### config.mk
export PLATFORM = sky130hd
export DESIGN_NAME = mem_content_tester
export DESIGN_NICKNAME = d
export VERILOG_FILES = /design/src/rtl/mem_content_tester.sv
export SDC_FILE = /design/constraint.sdc
export NUM_CORES = 1
export LEC_CHECK = 0
export BUFFER_PORTS_ARGS = -buffer_cell sky130_fd_sc_hd__buf_4
export CORE_ASPECT_RATIO = 1.1
export CORE_UTILIZATION = 34
export DETAILED_ROUTE_END_ITERATION = 16
export HOLD_SLACK_MARGIN = 0.12
export PLACE_DENSITY_LB_ADDON = 0.1
export SLEW_MARGIN = 20
export SYNTH_ARGS = -nofsm -noshare
export SYNTH_HDL_FRONTEND = slang
export SYNTH_SLANG_ARGS = --single-unit
export TNS_END_PERCENT = 30
### constraint.sdc
create_clock -name clk -period 2.32 [get_ports clk]
set_input_delay 0.116 -clock clk [delete_from_list [all_inputs] [get_ports clk]]
set_output_delay 0.116 -clock clk [all_outputs]
set_load 0.005 [all_outputs]
### src/rtl/mem_content_tester.sv
// Memory-mapped RAM window for CPU benches.
// Returns stored words on reads and flags a match against a golden image.
module mem_content_tester #(
  parameter int unsigned addr_size  = 16,
  parameter logic [addr_size-1:0] base_addr = '0,
  parameter int unsigned array_size = 4,
  parameter int unsigned word_size  = 16,
  parameter logic [array_size*word_size-1:0] array_content = '0
) (
  input  logic                 clk,
  input  logic                 reset,
  input  logic [addr_size-1:0] addr,
  input  logic [word_size-1:0] data_in,
  input  logic                 write_en,
  output logic [word_size-1:0] data_out,
  output logic                 content_ok
);

  localparam logic [addr_size:0] size_w = (addr_size+1)'(array_size);

  logic [word_size-1:0] mem [array_size];
  logic [addr_size-1:0] offset;
  logic                 hit;
  logic [word_size-1:0] rd_word;
  logic                 match;

  // Decode the window hit; offset wraps below base, so the >= test guards it
  always_comb begin
    offset = addr - base_addr;
    hit    = (addr >= base_addr) && ({1'b0, offset} < size_w);
  end

  // Select the addressed word, zero when outside the window
  always_comb begin
    rd_word = '0;
    for (int i = 0; i < int'(array_size); i++) begin
      if (hit && offset == addr_size'(i)) rd_word = mem[i];
    end
  end

  // Compare the whole array against the golden image
  always_comb begin
    match = 1'b1;
    for (int i = 0; i < int'(array_size); i++) begin
      if (mem[i] != array_content[i*word_size +: word_size]) match = 1'b0;
    end
  end

  // Array storage: writes land only on a hit
  always_ff @(posedge clk or posedge reset) begin
    if (reset) begin
      for (int i = 0; i < int'(array_size); i++) mem[i] <= '0;
    end else if (write_en && hit) begin
      for (int i = 0; i < int'(array_size); i++) begin
        if (offset == addr_size'(i)) mem[i] <= data_in;
      end
    end
  end

  // Registered read and compare, both from the pre-write array state
  always_ff @(posedge clk or posedge reset) begin
    if (reset) begin
      data_out   <= '0;
      content_ok <= 1'b0;
    end else begin
      data_out   <= rd_word;
      content_ok <= match;
    end
  end

endmodule

==> results of run 1 <==
[worst reg2reg max path: stages, from the launching register on]
cell and delay (ns):
dfrtp_1 0.40, nor4_1 0.60, nand4_1 0.25, nor4_1 0.40
[what timing repair did]
action	CTS	global route
hold endpoints to repair	96	0
gates resized for setup	0	0
hold buffers	17	0
[report_power, final]
group	leakage (nW)	switching [W]	internal [W]	total [W]
logic	1.08	0.0000766	0.0000753	0.000152
registers	1.13	0.000000452	0.00141	0.00141
clock network	0.139	0.000544	0.000779	0.00132
total	2.35	0.000621	0.00227	0.00289
[cells by family after synthesis]
| kind of cell | after synthesis | synth area share (%) |
|---|---|---|
| buffers and inverters | 11 | 2.12 |
| AND/OR/NAND/NOR | 47 | 9.55 |
| multiplexers | 80 | 32.1 |
| flip-flops | 81 | 56.2 |
[through the flow]
step,instance area [um^2],hold WS (ns)
6_report,4600,0.363
5_1_grt,4600,0.389
4_1_cts,4600,0.358
3_5_place_dp,4160,0.226
3_3_place_gp,4160,0.234
2_1_floorplan,3600,0.265
[layout make-up]
class	count	area, um^2	area share, %
clock buffers	13	260	5.66
clock inverters	3	15.0	0.326
inverters	1	5.00	0.109
multi-input cells	127	1500	32.6
flip-flops and latches	81	2030	44.0
well taps	143	179	3.89
repair buffers	73	616	13.4
[registers in the layout (all words and copies together) (netlist names)]
register and count:
content_ok 1, mem 64, data_out 16
[cells in the final DEF (no fill, tap or decap), drive strengths merged]
cell type    Yosys  layout
clkinv           0       4
dfrtp           81      81
mux2            64      64
mux4            16      16
nor4            20      20
buf              9      56
and4             1       1
nand4b           2       2
nor2             2       2
clkbuf           1      13
dlygate4sd3      0      17
nand3            1       1
and2            16      16
nand4            5       5
[path summary, 6_finish.rpt]
| path | from | end | slack, ns | depth (start not counted) |
|---|---|---|---|---|
| hold / removal | write_en | mem[19]$_DFFE_PP0P_ | 0.36 | 3 |
| hold reg to reg | mem[18]$_DFFE_PP0P_ | mem[18]$_DFFE_PP0P_ | 0.54 | 1 |
| setup reg to reg | mem[17]$_DFFE_PP0P_ | content_ok$_DFF_PP0_ | 0.54 | 3 |
| setup / recovery | mem[17]$_DFFE_PP0P_ | content_ok$_DFF_PP0_ | 0.54 | 3 |
| max in group asynchronous | reset | data_out[15]$_DFF_PP0_ | 1.24 | 4 |
| min in group asynchronous | reset | data_out[14]$_DFF_PP0_ | 0.40 | 3 |
[metal layers]
layer | global-route usage [%] | vias to the layer above | routed length [um]
met5 | 0 | - | 0
met4 | 8.39 | 0 | 173
met3 | 2.71 | 14 | 203
met2 | 28.4 | 36 | 4110
met1 | 22.2 | 1169 | 3920
li1 | - | 981 | -
==> metrics.md, run 1 <==
| Metric | Value |
|---|---|
| Clk sinks | 81 |
| CP max-delay cell | nor4_1 |
| Rows | 39 |
| GP Congestion | 0.708 |
| Grt ovf | 0 |
| CP Max Fanout | 3 |
| Number of synthesized flops with an enable pin | 0 |
| Die area | 11000 um^2 |
| Static leakage | 2.35 nW |
| Dpl hpwl | 5640 um |
| Synth Warn # | 0 |
| Worst setup EP type | flip-flop |
| Netlist cell types | 18 |
| Largest net degree at the start of global routing | 35 |
| Critical Path AT | ~2 ns |
| DRT antenna net count | 0 |
| CTS tree | done |
| CTS Root Cell | clkbuf_16 |
| Syn Area/Cell | 16.5 um^2 |
| Maxcap violations | 0 |
| Critical-path cell list | nor4_1, nand4_1, nor4_1 |
| DR WL/cell | 19.1 um |
| Share of layout cells above drive strength 1 | 52.0% |
| Final Worst Setup Slack | about 0.54 ns |
| Total CTS buffers | 9 |
| Leading cell types by count after synthesis | dfrtp_1, mux2_2, mux2_4, nor4_1 |
| Total wire length after detailed routing | 8400 um |
| Max-slew headroom | around 56% |
| Reg clk slew, reported paths | around 0.06 ns |
| Final hold vios | 0 |
| Core ar. | 10300 um^2 |
| Post-synth top area cell | dfrtp_1 |
| Top post-synthesis cells by area | dfrtp_1, mux2_2, mux4_2, mux2_4, nor4_1 |
| Starting density of the core | 34.8% |
| Slew @ Worst Pin | 0.647 ns |
| Worst Setup Start Kind | flip-flop |
| Post-synth net total | ~250 |
| Die Y | 110 um |
| Post-place setup slack | 0.313 ns |
| Fin Setup TNS | 0 ns |
| Non-filler cells, final | roughly 440 |
| I/O pins | 52 |
| DR vias | 2200 |
| Residual DRC count | 0 |
| Final setup violating endpoints | 0 |
| Outcome | finished clean |
| Final number of max-transition violations | 0 |
| GRT Overall Usage | 17.2% |
| First-pass GRT wire length | 13600 um |
| Iteration-0 DRC count of the detailed router | 53 |
| Unrepaired setup endpoints after global routing | no |
| Final worst path period share | 76.8% |
| CTS Buffer Depth | 2 |
| Final net count | 328 |
| Worst skew pair latency | about 0.33 ns |
| Layout Area Growth over Synthesis | 27.7% |
| Hold crit path type | in2reg |
| Most common cell in the netlist | dfrtp_1 |
| Number of port buffers | just over 50 |
| Fillers | 991 |
| # Post-CTS Setup Buffers | 0 |
| Dpl cells | about 410 |
| N_diodes | 0 |
| Cells after Synth | 219 |
| Share of the synthesized area in the top cell type | 56.3% |
| Pwr/cell area | 628 nW/um^2 |
| Die width | around 100 um |
| Largest delay share family, worst path | simple AND/OR/NAND/NOR gates |
| Worst Skew | approximately 0.0061 ns |
| Synthesized area | 3600 um^2 |
| Tmin final | approximately 1.8 ns |
| Asr flop ratio synth | 100% |
| Final core occ | 44.5% |
| Drt via density | 4.99 |
| Total Power Consumption | 0.00289 W |
| Buf/Inv on CP | 0 |
| Crit Path Category | reg2reg |
| H-tree levels | 3 |
| Worst EP required | between 2 and 3 ns |
| Antenna violations before repair | 0 |
| Most used DFF post-synth | dfrtp_1 |
| Sequential area share after synthesis | between 50% and 60% |
| F_max | between 500 and 600 MHz |
| Vias in the first global route | between 2000 and 2500 |
| Max VDD drop | 256 uV |
| Top cell by count, worst path | nor4_1 |
| Crit-path max cell delay | 0.60 ns |
| First drt pass iteration count | 4 |
| Number of synthesized register bits | slightly above 80 |
Note: power is estimated with default switching activity, not from simulation.
==> run 2: changes to the inputs <==
==> constraint.sdc (replaced) <==
create_clock -name clk -period 1.6 [get_ports clk]
set_input_delay 0.08 -clock clk [delete_from_list [all_inputs] [get_ports clk]]
set_output_delay 0.08 -clock clk [all_outputs]
set_load 0.005 [all_outputs]
==> run 2 against run 1 <==
Final cell count grew 3.2%. Fmax increased by 21%. Worst setup slack worse by 0.41 ns. First-iteration DRC count is 36% higher. Combinational power rose by 56%. Clock-buffer cell count down 2. Flip-flop and latch count unchanged. Wire length fell by 2.3%. Via count increased by 0.59%. Sequential power grew 45%. Largest power group is now the clock network.
==> metrics.md, run 2 (synthesis results as in run 1) <==
| Metric | Value |
|---|---|
| Residual DRC count | 0 (unchanged) |
| Grt peak-use layer | met2 (unchanged) |
| Starting density of the core | 34.8% (unchanged) |
| # Post-CTS Setup Buffers | 0 (unchanged) |
| Post-place setup slack | -0.0631 ns (was 0.313 ns) |
| Final net count | 342 (was 328) |
| Buf/Inv on CP | 0 (unchanged) |
| Antenna violations before repair | 0 (unchanged) |
| H-tree levels | 3 (unchanged) |
| Most frequent cells in the layout | dfrtp_1, buf_4, mux2_2, mux2_4, nor4_1 (was dfrtp_1, buf_4, mux2_2, nor4_1, mux2_4) |
| Die width | 100 um (unchanged) |
| Area of the multi-input gates | 1510 um^2 (was 1500 um^2) |
| Core ar. | 10300 um^2 (unchanged) |
| Worst path depth | 3 (unchanged) |
| Dpl hpwl | 5800 um (was 5640 um) |
| Reg clk slew, reported paths | 0.06 ns (about the same) |
| Crit Path Category | reg2reg (unchanged) |
| Routing usage on met1 | 22.6% (was 22.2%) |
| Final worst path period share | 92.0% (was 76.8%) |
| N_diodes | 0 (unchanged) |
| Largest delay share family, worst path | simple AND/OR/NAND/NOR gates (unchanged) |
| Final setup violating endpoints | 0 (unchanged) |
| Vias in the first global route | 2339 (was 2382) |
| Met3 usage | 3.66% (was 2.71%) |
| Worst EP required | 1.81 ns (was 2.53 ns) |
| Final number of max-transition violations | 0 (unchanged) |
| Clk sinks | 81 (unchanged) |
| DR WL/cell | 18.0 um (was 19.1 um) |
| Layout Area Growth over Synthesis | 32.9% (was 27.7%) |
| R2R cell count | 3 (unchanged) |
| Share of layout cells above drive strength 1 | 54.8% (was 52.0%) |
| FF-to-FF Start | mem[40]$_DFFE_PP0P_ (was mem[17]$_DFFE_PP0P_) |
| CP max-delay cell | nor4_1 (unchanged) |
| Worst Setup Start Kind | flip-flop (unchanged) |
| CTS Buffer Depth | 2 (unchanged) |
| Total wire length after detailed routing | 8210 um (was 8400 um) |
| Worst setup EP type | flip-flop (unchanged) |
| Slew @ Worst Pin | 0.535 ns (was 0.647 ns) |
| Area after DPL | 4310 um^2 (was 4160 um^2) |
| Non-filler cells, final | 455 (was 441) |
| Drt via density | 4.86 (was 4.99) |
| Largest net degree at the start of global routing | 35 (unchanged) |
| DRT antenna net count | 0 (unchanged) |
| CP Max Fanout | 3 (unchanged) |
| Number of port buffers | 51 (unchanged) |
| I/O pins | 52 (unchanged) |
| Min-delay src | addr[1] (was write_en) |
| Die Y | 110 um (unchanged) |
| Fillers | 952 (was 991) |
| GRT Overall Usage | 16.6% (was 17.2%) |
| Grt ovf | 0 (unchanged) |
| Final Worst Setup Slack | 0.128 ns (was 0.538 ns) |
| Critical Path AT | 1.68 ns (was 1.99 ns) |
| Total CTS buffers | 9 (unchanged) |
| Critical-path cell list | nor4_1, nand4_1, nor4_2 (was nor4_1, nand4_1, nor4_1) |
| Final hold vios | 0 (unchanged) |
| Met2 usage | 26.0% (was 28.4%) |
| Setup slack, reg-to-reg | 0.13 ns (was 0.54 ns) |
| Tmin final | 1.47 ns (was 1.78 ns) |
| Reg area | 2030 um^2 (unchanged) |
| Final Instance Area | 4790 um^2 (was 4600 um^2) |
| Outcome | finished clean (unchanged) |
| Most common library cell in the layout ignoring fill and taps | dfrtp_1 (unchanged) |
| CTS Root Cell | clkbuf_16 (unchanged) |
| Largest registers | mem (64), data_out (16), content_ok (1) (unchanged) |
| DR vias | 2213 (was 2200) |
| Max-slew headroom | 64.3% (was 56.5%) |
| F_max | 679 MHz (was 561 MHz) |
| CTS tree | done (unchanged) |
| Crit path from | mem[40]$_DFFE_PP0P_ (was mem[17]$_DFFE_PP0P_) |
| Pwr/cell area | 909 nW/um^2 (was 628 nW/um^2) |
| Worst Skew | 0.00490 ns (was 0.00613 ns) |
| Max FFs per register | 64 (unchanged) |
| Die area | 11000 um^2 (unchanged) |
| Maxcap violations | 0 (unchanged) |
| First drt pass iteration count | 4 (unchanged) |
| Dpl cells | 422 (was 408) |
| Rows | 39 (unchanged) |
| Crit-path max cell delay | 0.43 ns (was 0.60 ns) |
| Max VDD drop | 359 uV (was 256 uV) |
| GP Congestion | 0.745 (was 0.708) |
| Iteration-0 DRC count of the detailed router | 72 (was 53) |
| Unrepaired setup endpoints after global routing | no (unchanged) |
| Worst skew pair latency | 0.33 ns (about the same) |
| Static leakage | 2.43 nW (was 2.35 nW) |
| Hold crit path type | in2reg (unchanged) |
| Crit path to | content_ok$_DFF_PP0_ (unchanged) |
| First-pass GRT wire length | 13200 um (was 13600 um) |
| Largest Register | mem (unchanged) |
| FF-to-FF End | content_ok$_DFF_PP0_ (unchanged) |
==> run 2: worst min-delay path, cell delays in order <==
cell and delay (ns):
buf_4 0.18, mux4_2 0.22, and2_1 0.12
==> run 2: what timing repair did <==
item	CTS	global route
pin swaps	0	1
endpoints found under the hold margin	83	0
hold buffers	17	0
resized for setup	1	0
setup endpoints to repair	1	1
==> run 2: power breakdown <==
part           leakage [nW]  switching [W]  internal, W  total (W)
logic                  1.17       0.000113     0.000124   0.000237
clock network         0.142       0.000821      0.00125    0.00207
registers              1.13    0.000000621      0.00205    0.00205
total                  2.43       0.000935      0.00342    0.00435
==> run 2: cell type report <==
type                    count  area share (%)
flip-flops and latches     81            42.3
repair buffers             87            16.1
clock buffers              11            5.07
multi-input cells         127            31.5
well taps                 143            3.74
clock inverters             5            1.15
inverters                   1           0.157
==> run 2: routing by layer <==
layer	part of all wire, %	wire (um)
met2	47	3840
met4	2.1	170
met5	0	0
met1	48	3980
met3	2.7	220
==> run 2: per-stage QoR <==
stage	setup TNS, ns	utilization [%]	hold slack (ns)	total power, W
after CTS	0	46.3	0.304	0.00440
after global placement	-1.52	41.7	0.159	0.00230
after detailed placement	-0.952	41.7	0.165	0.00230
after floorplan	0	-	0.229	0.00216
after global routing	0	46.3	0.320	0.00451
final	0	46.3	0.307	0.00435
==> run 2: worst min-delay path by stage <==
stage	to	slack (ns)	cells after the start
finish	data_out[2]$_DFF_PP0_	0.31	3
global route	mem[34]$_DFFE_PP0P_	0.32	4
CTS	data_out[1]$_DFF_PP0_	0.30	3
detailed placement	data_out[14]$_DFF_PP0_	0.16	2
global placement	mem[14]$_DFFE_PP0P_	0.16	2
floorplan	mem[0]$_DFFE_PP0P_	0.23	1
